<file path="src/rtl/cpu_mc_pkg.sv">
// cpu_mc_pkg: shared FSM/opcode types, instruction-group masks and branch-condition helper
package cpu_mc_pkg;
  typedef enum logic [2:0] {S_F0, S_F1, S_EX, S_MEM, S_HLT} state_e;
  typedef enum logic [3:0] {
    ALU_ADD = 4'h0, ALU_ADC = 4'h1, ALU_SUB = 4'h2, ALU_SBC = 4'h3, ALU_AND = 4'h4,
    ALU_OR = 4'h6, ALU_XOR = 4'h8, ALU_MOV = 4'hA, ALU_CMP = 4'hC
  } alu_op_e;
  typedef enum logic [3:0] {
    BR_EQ, BR_NE, BR_LT, BR_GE, BR_CS, BR_VS, BR_MI, BR_CC, BR_VC, BR_PL, BR_CS2, BR_CC2, BR_AL
  } br_cond_e;
  typedef enum logic [2:0] {
    M_CLC = 3'd0, M_CLZ = 3'd1, M_CLO = 3'd2, M_CLN = 3'd3, M_NOP = 3'd6, M_HLT = 3'd7
  } misc_op_e;
  typedef struct packed {logic c; logic z; logic v; logic n;} flags_t;
  // ALU-const is any ir0 whose low two bits are not both set
  localparam logic [7:0] ALC_MASK = 8'h03;
  localparam logic [7:0] BR_MASK = 8'h07, BR_MATCH = 8'h03;
  localparam logic [7:0] ALR_MASK = 8'h0F, ALR_MATCH = 8'h07;
  localparam logic [7:0] MEM_MASK = 8'h1F, MEM_MATCH = 8'h0F;
  localparam logic [7:0] MISC_MASK = 8'h1F, MISC_MATCH = 8'h1F;
  function automatic logic cond_true(input logic [3:0] c, input flags_t f);
    case (br_cond_e'(c))
      BR_EQ: return f.z;
      BR_NE: return !f.z;
      BR_LT: return f.n ^ f.v;
      BR_GE: return !(f.n ^ f.v);
      BR_CS, BR_CS2: return f.c;
      BR_VS: return f.v;
      BR_MI: return f.n;
      BR_CC, BR_CC2: return !f.c;
      BR_VC: return !f.v;
      BR_PL: return !f.n;
      BR_AL: return 1'b1;
      default: return 1'b0;
    endcase
  endfunction
endpackage

</file>
<file path="src/rtl/cpu_mc_alu.sv">
// cpu_mc_alu: combinational ALU giving result, C/V/Z/N, writeback enable and legal-op flag
module cpu_mc_alu import cpu_mc_pkg::*; #(
  parameter int W = 8
)(
  input  logic [W-1:0] i_a,
  input  logic [W-1:0] i_b,
  input  logic         i_cin,
  input  alu_op_e      i_op,
  output logic [W-1:0] o_res,
  output logic         o_c,
  output logic         o_v,
  output logic         o_z,
  output logic         o_n,
  output logic         o_we,
  output logic         o_ok
);
  logic w_sub, w_arith, w_cin;
  logic [W:0] w_sum;
  always_comb begin
    w_sub = i_op inside {ALU_SUB, ALU_SBC, ALU_CMP};
    w_arith = w_sub || i_op inside {ALU_ADD, ALU_ADC};
    w_cin = i_cin && (i_op == ALU_ADC || i_op == ALU_SBC);
    // bit W of the W+1-bit result is carry for add and borrow for subtract
    w_sum = w_sub ? {1'b0, i_a} - {1'b0, i_b} - (W+1)'(w_cin)
                  : {1'b0, i_a} + {1'b0, i_b} + (W+1)'(w_cin);
    o_res = w_arith ? w_sum[W-1:0] : i_op == ALU_AND ? i_a & i_b : i_op == ALU_OR ? i_a | i_b :
            i_op == ALU_XOR ? i_a ^ i_b : i_op == ALU_MOV ? i_b : '0;
    o_c = w_arith ? w_sum[W] : i_cin;
    o_v = w_arith && ((i_a[W-1] ^ i_b[W-1]) == w_sub) && (o_res[W-1] != i_a[W-1]);
    o_z = o_res == '0;
    o_n = o_res[W-1];
    o_ok = w_arith || i_op inside {ALU_AND, ALU_OR, ALU_XOR, ALU_MOV};
    o_we = o_ok && i_op != ALU_CMP;
  end
endmodule

</file>
<file path="src/rtl/cpu_mc.sv">
// cpu_mc: multicycle core fetching 2-byte instructions over a ready-handshaked bus
module cpu_mc import cpu_mc_pkg::*; #(
  parameter int DATA_W = 8,
  parameter int NREGS = 16,
  parameter int ADDR_W = 16,
  parameter logic [ADDR_W-1:0] RESET_PC = 'h2000
)(
  input  logic              clk,
  input  logic              reset,
  output logic [ADDR_W-1:0] bus_addr,
  input  logic [DATA_W-1:0] bus_rdata,
  output logic [DATA_W-1:0] bus_wdata,
  output logic              bus_rd,
  output logic              bus_wr,
  input  logic              bus_ready,
  output logic              halt,
  output logic              illegal
);
  localparam int RW = $clog2(NREGS);
  state_e r_state, w_next;
  logic [ADDR_W-1:0] r_pc, w_maddr, w_target;
  logic [7:0] r_ir0, r_ir1;
  logic [DATA_W-1:0] r_regs [NREGS];
  flags_t r_flags;
  logic r_illegal;
  logic w_alc, w_alr, w_br, w_mem, w_misc, w_st, w_take;
  logic w_c, w_v, w_z, w_n, w_we, w_ok;
  logic [3:0] w_op;
  logic [RW-1:0] w_rd, w_rs, w_plo, w_phi;
  logic [DATA_W-1:0] w_b, w_res;
  logic [2*DATA_W-1:0] w_ptr;
  misc_op_e w_mop;
  always_comb begin
    w_alc = (r_ir0 & ALC_MASK) != ALC_MASK;
    w_br = (r_ir0 & BR_MASK) == BR_MATCH;
    w_alr = (r_ir0 & ALR_MASK) == ALR_MATCH;
    w_mem = (r_ir0 & MEM_MASK) == MEM_MATCH;
    w_misc = (r_ir0 & MISC_MASK) == MISC_MATCH;
    w_st = r_ir0[5];
    w_mop = misc_op_e'(r_ir0[7:5]);
    w_op = w_alc ? r_ir0[3:0] : r_ir0[7:4];
    w_rd = RW'(w_alc ? r_ir0[7:4] : r_ir1[3:0]);
    w_rs = RW'(r_ir1[7:4]);
    w_b = w_alc ? DATA_W'(r_ir1) : r_regs[w_rs];
    // pointer pair Pp lives in r(2p+9):r(2p+8)
    w_plo = RW'({1'b1, r_ir1[5:4], 1'b0});
    w_phi = RW'({1'b1, r_ir1[5:4], 1'b1});
    w_ptr = {r_regs[w_phi], r_regs[w_plo]};
    w_maddr = w_ptr[ADDR_W-1:0];
    w_take = cond_true(r_ir0[6:3], r_flags);
    w_target = r_pc - ADDR_W'(2) + ADDR_W'($signed({r_ir0[7], r_ir1}));
    w_next = r_state;
    if ((r_state == S_F0) && bus_ready) w_next = S_F1;
    if ((r_state == S_F1) && bus_ready) w_next = S_EX;
    if (r_state == S_EX) w_next = w_mem ? S_MEM : (w_misc && w_mop == M_HLT) ? S_HLT : S_F0;
    if ((r_state == S_MEM) && bus_ready) w_next = S_F0;
    bus_rd = reset && (r_state == S_F0 || r_state == S_F1 || (r_state == S_MEM && !w_st));
    bus_wr = reset && r_state == S_MEM && w_st;
    bus_addr = r_state == S_MEM ? w_maddr : r_pc;
    bus_wdata = r_regs[w_rd];
    halt = r_state == S_HLT;
    illegal = r_illegal;
  end
  cpu_mc_alu #(.W(DATA_W)) u_alu (
    .i_a(r_regs[w_rd]), .i_b(w_b), .i_cin(r_flags.c), .i_op(alu_op_e'(w_op)),
    .o_res(w_res), .o_c(w_c), .o_v(w_v), .o_z(w_z), .o_n(w_n), .o_we(w_we), .o_ok(w_ok)
  );
  always_ff @(posedge clk) begin
    if (!reset) begin
      r_state <= S_F0;
      r_pc <= RESET_PC;
      r_ir0 <= '0;
      r_ir1 <= '0;
      r_flags <= '0;
      r_illegal <= 1'b0;
      for (int i = 0; i < NREGS; i++) r_regs[i] <= '0;
    end else begin
      r_state <= w_next;
      if (r_state == S_F0 && bus_ready) r_ir0 <= bus_rdata[7:0];
      if (r_state == S_F1 && bus_ready) r_ir1 <= bus_rdata[7:0];
      if ((r_state == S_F0 || r_state == S_F1) && bus_ready) r_pc <= r_pc + ADDR_W'(1);
      if (r_state == S_EX && (w_alc || w_alr)) begin
        if (w_ok) r_flags <= {w_c, w_z, w_v, w_n};
        if (w_we) r_regs[w_rd] <= w_res;
        if (!w_ok) r_illegal <= 1'b1;
      end
      if (r_state == S_EX && w_br && w_take) r_pc <= w_target;
      if (r_state == S_EX && w_misc) begin
        if (w_mop == M_CLC) r_flags.c <= 1'b0;
        if (w_mop == M_CLZ) r_flags.z <= 1'b0;
        if (w_mop == M_CLO) r_flags.v <= 1'b0;
        if (w_mop == M_CLN) r_flags.n <= 1'b0;
      end
      if (r_state == S_MEM && bus_ready && !w_st) r_regs[w_rd] <= bus_rdata;
    end
  end
endmodule

</file>
<file path="config.mk">
export PLATFORM = sky130hd
export DESIGN_NAME = cpu_mc
export DESIGN_NICKNAME = d
export VERILOG_FILES = /design/src/rtl/cpu_mc_pkg.sv /design/src/rtl/cpu_mc_alu.sv /design/src/rtl/cpu_mc.sv
export SDC_FILE = /design/constraint.sdc
export NUM_CORES = 1
export LEC_CHECK = 0
export BUFFER_PORTS_ARGS = -buffer_cell sky130_fd_sc_hd__buf_2
export CORE_UTILIZATION = 45
export DETAILED_ROUTE_END_ITERATION = 8
export GPL_ROUTABILITY_DRIVEN = 0
export GPL_TIMING_DRIVEN = 0
export PLACE_DENSITY_LB_ADDON = 0.1
export SYNTH_ARGS = -nofsm -noshare
export SYNTH_HDL_FRONTEND = slang
export SYNTH_SLANG_ARGS = --single-unit
</file>
<file path="constraint.sdc">
create_clock -name clk -period 13.7 [get_ports clk]
set_input_delay 0.685 -clock clk [delete_from_list [all_inputs] [get_ports clk]]
set_output_delay 0.685 -clock clk [all_outputs]
set_load 0.01 [all_outputs]
</file>
==> impl_metrics.py <==
metrics = {
    "place": {
        "port_buffers": 38,
        "dpl_cell_area_sq_um": 12500,
        "hpwl_mm": 29.1,
    },
    "layout": {
        "fin_area_sq_um": 13100,
        "finish.utilization_pct": 50.3,
        "nets": 1331,
        "antennaDiodeCount": 0,
        "drive_above_1_share_pct": 14.3,
        "area_growth_syn_to_layout_pct": 9.94,
    },
    "global_routing": {
        "grt_start_max_net_pins": 19,
        "grt_usage_pct": 29.2,
        "grt_pass1_wl_mm": 57.5,
        "grt_pass1_vias": 9607,
        "antenna_found_initial": 0,
        "overflow": 0,
    },
    "logic_synthesis": {
        "synthCells": 1200,
        "ys_seq_area_share_pct": 39.7,
        "ys_types": 81,
        "synth_area_per_cell_sq_um": 9.91,
        "synth_fp_nets": 1274,
        "asyncSetResetFlopFracSynth_pct": 0,
        "ys.flop_type": "edfxtp_1",
        "yosys_warnings": 0,
        "netlist_area_sq_um": 11900,
        "synth-seq-cells": 172,
        "synth_edf_count": 128,
    },
    "power_and_ir_drop": {
        "power.density_nw_per_um2": 110,
        "report.power.total_w": 0.00144,
        "ir_drop_mv": 0.0849,
        "p_leak_nw": 4.84,
    },
    "worst_setup_path": {
        "r2r_setup_slack_ns": 7.09,
        "worstSetupPathType": "flop to flop",
        "end_kind": "flop",
        "crit_arrival_ns": 6.79,
        "critical_path.max_fanout": 10,
        "critPathLaunchType": "flop",
        "required_ns": 13.88,
    },
    "cts": {
        "tritoncts": "built",
        "clk_pin_slew_worst_paths_ns": 0.08,
        "cts_resized": 0,
        "postCtsSetupBuffers": 0,
        "clkSinkCount": 172,
        "cts_made_buffers": 17,
        "cts_hold_buffers": 0,
        "cts-root-buf": "clkbuf_16",
        "clk_latency_ns": 0.44,
        "clk_path_buf_depth": 2,
        "htree_levels": 4,
    },
    "run_status": {
        "status": "finished clean",
    },
    "sta": {
        "rsz0062_at_grt": "false",
        "worstMarginPinSlew_ns": 1.26,
        "clock.fmax_mhz": 151,
        "drv_slew": 0,
        "hold_violations": 0,
        "slew_headroom_pct": 15.0,
        "fin_crit_ns": 6.61,
        "hold_slack_ns": 0.462,
        "skew_ns": 0.0158,
        "min_period_over_period_pct": 48.3,
        "setup_tns_ns": 0,
        "setup_viol": 0,
    },
    "drt": {
        "ant_nets": 0,
        "initialDrtViolationCount": 925,
        "vias": 9884,
        "drtPass1Iterations": 5,
        "wirelength_mm": 38.2,
        "route.detailed.drc": 0,
        "vias_per_cell": 6.16,
        "wl_per_cell_um": 23.8,
    },
    "floorplan": {
        "core_sq_um": 26000,
        "start_util_pct": 45.8,
        "die_w_um": 165,
        "die_y_um": 165,
        "die_area_sq_um": 27100,
        "num_rows": 59,
        "io_pins": 39,
    },
    "job": {
        "drv_cap": 0,
    },
    "worst_hold_path": {
        "min_path_type": "flop to flop",
        "hold_path.startpoint": "illegal",
    },
}
## per-layer routing
metal	track usage [%]	wire length, um
met4	11.3	1360
met3	5.40	2990
met5	0	0
met1	38.3	15900
met2	47.7	17900
## Yosys cell counts, types with 6 or more instances
master    count  area share, %
a21oi_1      52            2.2
nor2_4       10           0.95
o21a_1       11           0.69
ha_1         58            6.1
buf_6         6           0.57
xnor2_1      26            1.9
o21ai_1       9           0.38
inv_1        89            2.8
and3_1        9           0.47
dfxtp_1      44            7.4
nand2b_1     17           0.89
clkbuf_1     35            1.1
a22oi_1      40            2.5
edfxtp_1    128             32
nor2_1      155            4.9
buf_2        14           0.59
o21ai_0      58            2.4
nor3_1       16           0.67
xor2_1       10           0.74
o211a_1       6           0.51
a21boi_0     18            1.1
nor2b_1       8           0.42
mux2i_1      15            1.3
nand3_1      16           0.67
mux4_1        7            1.5
mux4_2       48            9.1
o22ai_1      32            1.7
a21o_1        7           0.44
and2_1        8           0.42
nand2_1     136            4.3
## stage by stage
| step | cells | setup slack, ns |
|---|---|---|
| detailed placement | 1573 | 7.24 |
| global placement | 1573 | 7.27 |
| finish | 1605 | 7.09 |
| global route | 1605 | 6.61 |
| floorplan | 1200 | 8.92 |
| CTS | 1605 | 7.21 |
## cell type report
class / instances / area (sq um)
repair buffers: 38 / 190
fillers: 2466 / 12900
clock inverters: 14 / 144
clock buffers: 18 / 429
multi-input cells: 871 / 6480
inverters: 90 / 338
flip-flops and latches: 172 / 4720
well taps: 335 / 419
plain buffers: 67 / 350
## cells in the final DEF, fill, tap and decap left out, types with 6 or more instances in the layout
cell       synthesis  layout
nand3_1           16      16
nor2_1           155     155
a21o_1             7       7
buf_6              6       6
nor2b_1            8       8
a22oi_1           40      40
xnor2_1           26      26
clkbuf_16          0      17
o211a_1            6       6
xor2_1            10      10
mux4_2            48      48
nor3_1            16      16
a21boi_0          18      18
edfxtp_1         128     128
a21oi_1           52      52
o21ai_1            9       9
inv_6              0       6
ha_1              58      58
clkbuf_1          35      36
inv_1             89      89
mux2i_1           15      15
mux4_1             7       7
nand2b_1          17      17
o21ai_0           58      58
o22ai_1           32      32
buf_2             14      52
o21a_1            11      11
nand2_1          136     136
and3_1             9       9
nor2_4            10      10
dfxtp_1           44      44
and2_1             8       8
## logic make-up (layout without fill, tap and decap cells)
family,count (synthesis),after routing,share of synthesized area [%]
simple gates,410,410,15.9
compound gates,283,283,15.8
flops,172,172,39.7
buf+inv,157,227,5.79
mux,79,79,13.1
fa+ha+maj,63,63,6.95
xor+xnor,36,36,2.65
## registers in the layout (all words and copies together) (netlist names), named ones only
name	cells
illegal	1
r_flags	4
r_pc	16
r_ir0	8
r_regs	128
r_state	3
r_ir1	8
## critical path: stages, from the launching register on
cell	delay (ns)
dfxtp_1	0.41
clkbuf_1	0.66
buf_2	0.43
mux4_1	0.40
mux4_2	0.52
mux2i_1	0.37
inv_1	0.14
fa_1	0.44
fa_1	0.46
nand2b_1	0.11
a21oi_1	0.09
o21ai_1	0.24
a21oi_1	0.15
xnor2_1	0.16
a221oi_1	0.30
a21oi_1	0.11
mux2i_1	0.73
clkbuf_1	0.51
nor2_1	0.09
## where the power goes
part           internal (W)  switching [W]
clock              0.000244       0.000242
combinational      0.000125       0.000236
sequential         0.000576      0.0000166
total              0.000944       0.000495
## final timing paths
path                                      to  cells after the start
worst max register to register  r_regs[8][6]                     18
worst max-delay path            r_regs[8][6]                     18
worst min register to register       illegal                      1
worst min-delay path                 illegal                      1
Power figures use the tool's default switching activity.
